--- config.mk ---
export PLATFORM = sky130hd
export DESIGN_NAME = alu_sequencer
export DESIGN_NICKNAME = d
export VERILOG_FILES = /design/src/rtl/alu_sequencer.sv
export SDC_FILE = /design/constraint.sdc
export NUM_CORES = 1
export LEC_CHECK = 0
export BUFFER_PORTS_ARGS = -buffer_cell sky130_fd_sc_hd__buf_2
export CAP_MARGIN = 0
export CORE_MARGIN = 5
export CORE_UTILIZATION = 32
export CTS_BUF_LIST = sky130_fd_sc_hd__clkbuf_4 sky130_fd_sc_hd__clkbuf_8
export CTS_CLUSTER_SIZE = 12
export DETAILED_ROUTE_END_ITERATION = 10
export MAX_ROUTING_LAYER = met4
export PLACE_DENSITY = 0.64
export SLEW_MARGIN = 30
export SYNTH_ARGS = -nofsm -noshare
export SYNTH_HDL_FRONTEND = slang
export SYNTH_SLANG_ARGS = --single-unit
--- constraint.sdc ---
create_clock -name clk -period 1.8 [get_ports clk]
set_input_delay 0 -clock clk [delete_from_list [all_inputs] [get_ports clk]]
set_output_delay 0 -clock clk [all_outputs]
set_load 0.05 [all_outputs]
--- src/rtl/alu_sequencer.sv ---
// Round-robin arbiter/sequencer that shares one combinational ALU between two requesters.
// Optional feature: define DIV0_TRAP_EN to trap divide-by-zero without running the ALU.
module alu_sequencer #(
  parameter int unsigned DATA_W        = 32,
  parameter int unsigned MULDIV_CYCLES = 4,
  parameter int unsigned SIMPLE_CYCLES = 1
) (
  input  logic                  clk,
  input  logic                  clr,
  input  logic [1:0]            req_valid,
  output logic [1:0]            req_ready,
  input  logic [9:0]            req_op,
  input  logic [2*DATA_W-1:0]   req_a,
  input  logic [2*DATA_W-1:0]   req_b,
  output logic [DATA_W-1:0]     alu_a,
  output logic [DATA_W-1:0]     alu_b,
  output logic [4:0]            alu_ctrl,
  output logic                  alu_enable,
  input  logic [DATA_W-1:0]     alu_zhi,
  input  logic [DATA_W-1:0]     alu_zlo,
  output logic                  rsp_valid,
  input  logic                  rsp_ready,
  output logic                  rsp_id,
  output logic [DATA_W-1:0]     rsp_hi,
  output logic [DATA_W-1:0]     rsp_lo,
  output logic                  rsp_err
);

  localparam logic [1:0] S_IDLE = 2'd0;
  localparam logic [1:0] S_EXEC = 2'd1;
  localparam logic [1:0] S_CAPT = 2'd2;
  localparam logic [1:0] S_RESP = 2'd3;

  localparam logic [4:0] OP_MUL  = 5'b00010;
  localparam logic [4:0] OP_DIV  = 5'b00011;
  localparam logic [4:0] OP_LAST = 5'b01011;

  logic [1:0]        state;
  logic [3:0]        cnt;
  logic              last_grant;
  logic              id_q;

  logic              grant_id;
  logic              handshake;
  logic [4:0]        op_sel;
  logic [DATA_W-1:0] a_sel;
  logic [DATA_W-1:0] b_sel;
  logic              illegal;
  logic              trap;

  // Grant selection: on a tie the requester that did not win last time goes first.
  always_comb begin
    grant_id  = 1'b0;
    req_ready = 2'b00;
    if (req_valid == 2'b11) begin
      grant_id = ~last_grant;
    end else begin
      grant_id = req_valid[1];
    end
    if (state == S_IDLE && !clr && req_valid != 2'b00) begin
      req_ready = grant_id ? 2'b10 : 2'b01;
    end
    handshake = |(req_ready & req_valid);
    op_sel    = grant_id ? req_op[9:5] : req_op[4:0];
    a_sel     = grant_id ? req_a[2*DATA_W-1:DATA_W] : req_a[DATA_W-1:0];
    b_sel     = grant_id ? req_b[2*DATA_W-1:DATA_W] : req_b[DATA_W-1:0];
    illegal   = (op_sel > OP_LAST);
`ifdef DIV0_TRAP_EN
    trap      = (op_sel == OP_DIV) && (b_sel == '0);
`else
    trap      = 1'b0;
`endif
  end

  assign alu_enable = (state == S_EXEC);
  assign rsp_valid  = (state == S_RESP);
  assign rsp_id     = id_q;

  always_ff @(posedge clk) begin
    if (clr) begin
      state      <= S_IDLE;
      cnt        <= 4'd0;
      last_grant <= 1'b1;
      id_q       <= 1'b0;
      alu_a      <= '0;
      alu_b      <= '0;
      alu_ctrl   <= 5'd0;
      rsp_hi     <= '0;
      rsp_lo     <= '0;
      rsp_err    <= 1'b0;
    end else begin
      case (state)
        S_IDLE: begin
          if (handshake) begin
            alu_a      <= a_sel;
            alu_b      <= b_sel;
            alu_ctrl   <= op_sel;
            id_q       <= grant_id;
            last_grant <= grant_id;
            // Rejected ops never touch the ALU and answer on the next cycle.
            if (illegal || trap) begin
              rsp_hi  <= '0;
              rsp_lo  <= '0;
              rsp_err <= 1'b1;
              cnt     <= 4'd0;
              state   <= S_RESP;
            end else begin
              rsp_err <= 1'b0;
              cnt     <= (op_sel == OP_MUL || op_sel == OP_DIV) ?
                         4'(MULDIV_CYCLES) : 4'(SIMPLE_CYCLES);
              state   <= S_EXEC;
            end
          end
        end
        S_EXEC: begin
          cnt <= cnt - 4'd1;
          if (cnt == 4'd1) begin
            state <= S_CAPT;
          end
        end
        S_CAPT: begin
          rsp_hi <= alu_zhi;
          rsp_lo <= alu_zlo;
          state  <= S_RESP;
        end
        default: begin
          if (rsp_ready) begin
            state <= S_IDLE;
          end
        end
      endcase
    end
  end

endmodule

* Word level (Yosys, flattened, before mapping)
Index checks and enable logic that the tools add are counted.
Storage, ports and cells: register bits 142, input port bits 207, output and inout port bits 139, logic and storage cells 58
Operators by class: add/sub/neg operators 1, order comparisons 1, eq/ne operators 10, multiplexer cells 20, bitwise gates (word level) 2, reduce and logical (&&, ||, !) cells 14
Operators by type and width (number):
- 32-bit 2-to-1 mux | 4
- 32-bit case mux with 2 select lines | 2
- 2-bit 2-to-1 mux | 6
- 5-bit by 2-bit == test with 1-bit output, second input constant | 2
- 4-bit case mux with 2 select lines | 1
- 2-bit == test, second input constant | 3
- 3-bit 2-to-1 mux | 2
- 2-bit case mux with 3 select lines | 1
- 3-bit AND reduction | 2
- 2-bit nonzero test | 3
- 5-bit by 4-bit > comparator with 1-bit output, second input constant | 1
- 5-bit 2-to-1 mux | 1
- 4-bit by 1-bit == test with 1-bit output, second input constant | 1
- 4-bit 2-to-1 mux | 1
- 2-bit != test, second input constant | 2
- 2-bit AND reduction | 2
- 4-bit nonzero test | 1
- 4-bit by 1-bit subtractor with 4-bit output, second input constant | 1
- 2-bit bitwise AND | 1
- 2-bit by 1-bit == test with 1-bit output, second input constant | 1
- 1-bit logical AND | 2
- 2-bit logical NOT | 1
- 1-bit 2-to-1 mux | 2
- 2-bit by 1-bit != test with 1-bit output, second input constant | 1
- other kinds (4) | 4

* Depth between registers and ports, before layout
depth after elaboration 9, gate-level depth with buffers 9, mapped depth without buffers 6

* Worst setup path before layout
OpenSTA, ideal clock, no wires.
path kind reg-to-reg, start register state[0], end register alu_a[14], setup time 68 ps, arrival time 1984 ps, required time 1732 ps, slack -252 ps, cell stages (with the launch flop) 8, path buffers 1, clock period less this slack 2052 ps, cell sequence dfxtp_1 -> inv_1 -> ha_1 -> clkbuf_2 -> nand2b_2 -> nor3b_2 -> a222oi_1 -> nor2_1
Between the ends: word-level cells in the longest chain between the ends 7
Ends and longest elaborated chain:
- start: declaration | line 38 | logic [1:0] state;
- start signal: assignment | line 81 | state <= S_IDLE;
- start signal: assignment | line 106 | state <= S_RESP;
- start signal: assignment | line 111 | state <= S_EXEC;
- 2-bit logical NOT | line 60 | if (state == S_IDLE && !clr && req_valid != 2'b00) begin
- 1-bit logical AND (2 in series) | line 60
- 2-bit 2-to-1 mux | line 60
- via req_ready[0] | line 11 | output logic [1:0] req_ready,
- 2-bit bitwise AND | line 63 | handshake = |(req_ready & req_valid);
- 2-bit OR reduction | line 63
- 2-bit AND reduction (no line)
- end signal: assignment | line 95 | alu_a <= a_sel;
- end: declaration | line 15 | output logic [DATA_W-1:0] alu_a,
The timed path passes the listed nets, and every way through them passes these cells. A chain may end at the register's enable or synchronous reset.

* Worst setup path after layout
start register cnt[1], end register state[1]
Between the ends: word-level cells in the longest chain between the ends 3
Ends and longest elaborated chain:
- start: declaration | line 39 | logic [3:0] cnt;
- start signal: assignment | line 109 | cnt <= (op_sel == OP_MUL || op_sel == OP_DIV) ?
- start signal: assignment | line 116 | cnt <= cnt - 4'd1;
- 4-bit by 1-bit == test with 1-bit output | line 117 | if (cnt == 4'd1) begin
- 2-bit by 1-bit != test with 1-bit output (no line)
- 3-bit AND reduction (no line)
- end signal: assignment | line 118 | state <= S_CAPT;
- end signal: assignment | line 124 | state <= S_RESP;
- end signal: assignment | line 128 | state <= S_IDLE;
No other way between the ends.

==> metrics.cfg <==
[status]
status=finished clean

[synthesis]
ys_seq_elements=142
synth-simple-area-share=0.2251
synthArstFlopShare=0
netlist-cell-type-count=42
synth_edf_count=0
synth_top_family_by_area=compound AO/OA/AOI/OAI gates
synth_xor_xnor_area_share=0
syn_area_per_cell_sq_um=8.478
synthMuxAreaShare=0.08614
yosys_warnings=0
netlist_instances=891
syn_nets=1104
synth_ff_type=dfxtp_1
syn_area_sq_um=7553
yosysSeqAreaShare=0.3763
synth_compound_area_frac=0.2394
synthAdderAreaFrac=0.009939

[layout]
fill_cells=2067
ff_latch_area_sq_um=2845
nNetsFinal=1617
drive_above_1_share=0.3140
area_delta_synth_final_pct=64.67
final_cell_mix=buf_2 (342), dlygate4sd3_1 (203), dfxtp_1 (140)
multi_input_area_sq_um=4323
final_core_util=0.5331
layout_commonest_cell=buf_2

[floorplan]
initial_core_util=0.3237
die_h_um=163.6
die_area_sq_um=26780
core.rowCount=56
die_w_um=163.6
core_sq_um=23330
io_pins=346

[critical_path]
worst_setup_path_end_kind=register
r2r-start=cnt[1]$_SDFFE_PP0P_
r2r_end=state[1]$_SDFFE_PP0P_
path_cells=inv_1 -> ha_1 -> or3b_2 -> a21oi_2 -> nand2_1 -> o41ai_1
cpMaxStageDelayCell=or3b_2
crit_fanout=3
path_class=register to register
regToRegSetupSlack_ns=0.1
worstRegToRegCells=6
cp.required_ns=2.14
cpPeakStageDelay_ns=0.45
worstSetupStartpointType=register
crit_arrival_ns=2.04

[sta]
worst_pin_slew_ns=0.6106
fin_crit_ns=1.701
drv_slew=0
fin_crit_sh=0.9448
fin_skew_ns=0.02192
setup_tns_ns=0
hold_viol=0
timing.fmax_mhz=588.0
setup_viol=0
relSlewSlack=0.5929

[min_path]
hold_path_class=input port to register
hold_path_startpoint=rsp_ready
worstHoldEndpoint=state[1]$_SDFFE_PP0P_
hold_depth=5

[global_route]
grt_pass1_wl_um=46310
grt_remaining_overflow=0
antenna_found_initial=0
grt_pass1_vias=9170
globalRouteTotalUtil=0.2182
grt_max_degree=156

[power_and_ir_drop]
leakage_nw=5.205
p_per_area_nw_per_um2=1051
peakVddDrop_v=0.0005545

[placed_design]
hpwlAfterDp_um=17520
gp_congestion=0.8043
io_buffers=345

[detailed_routing]
drc_errors=0
vias=9007
drt_first_pass_iters=5
wl_um=29760
wl_per_cell_um=17.13
drt-initial-drc-count=905
vias_per_cell=5.185
antenna_left=0

[cts]
cts_tree=built
insertion_delay_ns=0.46
numCtsBuffers=17
ctsHtreeMaxLevel=4
clk_path_buf_depth=2
cts_root_buffer=clkbuf_8
cts_sinks=142
cts.clk_slew.worst_paths_ns=0.11

[job]
drv_cap=0

-- logic make-up (layout without fill, tap and decap cells) --
| logic type | Yosys count | count (layout) |
|---|---|---|
| buffers and inverters | 107 | 633 |
| adders and majority gates | 6 | 6 |
| DFF | 142 | 142 |
| muxes | 65 | 65 |
| AOI/OAI and AO/OA | 219 | 219 |
| and+or+nand+nor | 352 | 352 |
| other | 0 | 1 |
-- worst max-delay path, delay by kind of cell, from the launching register on --
family | cells | cell delay, ns
compound gates | 2 | 0.50
fa+ha+maj | 1 | 0.14
buf+inv | 1 | 0.09
flops | 1 | 0.32
simple gates | 2 | 0.54
-- flip-flops by register name (all words and copies together) (netlist names) --
| name | cells |
|---|---|
| alu_a | 32 |
| rsp_id | 1 |
| rsp_lo | 32 |
| rsp_hi | 32 |
| last_grant | 1 |
| rsp_err | 1 |
| cnt | 4 |
| state | 2 |
| alu_ctrl | 5 |
| alu_b | 32 |
-- worst max path at each step --
stage               cells after the start                   from                       to
floorplan                               6  state[1]$_SDFFE_PP0P_      cnt[3]$_SDFFE_PP0P_
global placement                        7  state[0]$_SDFFE_PP0P_    state[0]$_SDFFE_PP0P_
detailed placement                      6  state[1]$_SDFFE_PP0P_  rsp_lo[13]$_SDFFE_PP0P_
CTS                                     6  state[1]$_SDFFE_PP0P_             req_ready[0]
global route                            7  state[0]$_SDFFE_PP0P_    state[0]$_SDFFE_PP0P_
finish                                  6    cnt[1]$_SDFFE_PP0P_    state[1]$_SDFFE_PP0P_
-- power by group --
part           internal [mW]  switching (mW)
logic                   2.18            4.21
registers               3.71           0.313
clock network           1.06            1.60
total                   6.95            6.12
-- metal layers --
metal	vias up	routed length, um	track usage	part of all wire
met2	379	14210	0.3486	0.48
met5	-	0	-	0
met4	0	1181	0.09950	0.040
li1	4350	-	-	-
met1	4183	12650	0.2642	0.43
met3	95	1714	0.04693	0.058
-- stage by stage --
stage	instance area, sq um	setup slack, ns	total power, mW	cells	hold slack, ns
3_3_place_gp	9829	0.1070	9.814	1494	0.2649
6_report	12440	0.09936	13.08	1737	0.04090
5_1_grt	12440	-0.004098	13.79	1736	0.01593
4_1_cts	12380	0.007105	13.03	1733	0.03091
2_1_floorplan	7564	-0.0001686	8.104	891	0.1697
3_5_place_dp	9829	0.07097	9.886	1494	0.2691
-- Yosys cell counts (2+ instances only) --
cell type | n | area (sq um)
a211o_1 | 2 | 17.52
a211oi_1 | 64 | 480.5
a21oi_1 | 8 | 40.04
a222oi_1 | 5 | 50.05
buf_1 | 8 | 30.03
buf_2 | 44 | 220.2
buf_4 | 5 | 37.54
clkbuf_1 | 44 | 165.2
dfxtp_1 | 142 | 2843
ha_1 | 6 | 75.07
inv_1 | 5 | 18.77
mux2i_1 | 65 | 650.6
nand2_1 | 68 | 255.2
nand2b_1 | 2 | 12.51
nand3_1 | 64 | 320.3
nand3b_1 | 64 | 480.5
nor2_1 | 139 | 521.8
nor2b_1 | 3 | 18.77
nor3_1 | 2 | 10.01
o211ai_1 | 64 | 480.5
o21ai_0 | 2 | 10.01
o32a_1 | 64 | 640.6
o41ai_1 | 2 | 17.52
-- cell type report --
cell class | instances | share of cell area
multi-input cells | 642 | 0.3476
clock buffers | 17 | 0.01881
flip-flops and latches | 142 | 0.2287
diodes | 1 | 0.0002012
repair buffers | 596 | 0.3574
inverters | 5 | 0.001509
well taps | 319 | 0.03209
clock inverters | 15 | 0.01368
-- what timing repair did --
item                       in CTS  in global routing
pin swaps                       2                  1
gates cloned                    2                  0
resized for setup              12                  7
hold endpoints to repair      137                  0
hold buffers                  203                  0
buffers inserted                2                  3
setup endpoints to repair       2                 14
Note: power is estimated with default switching activity, not from simulation.
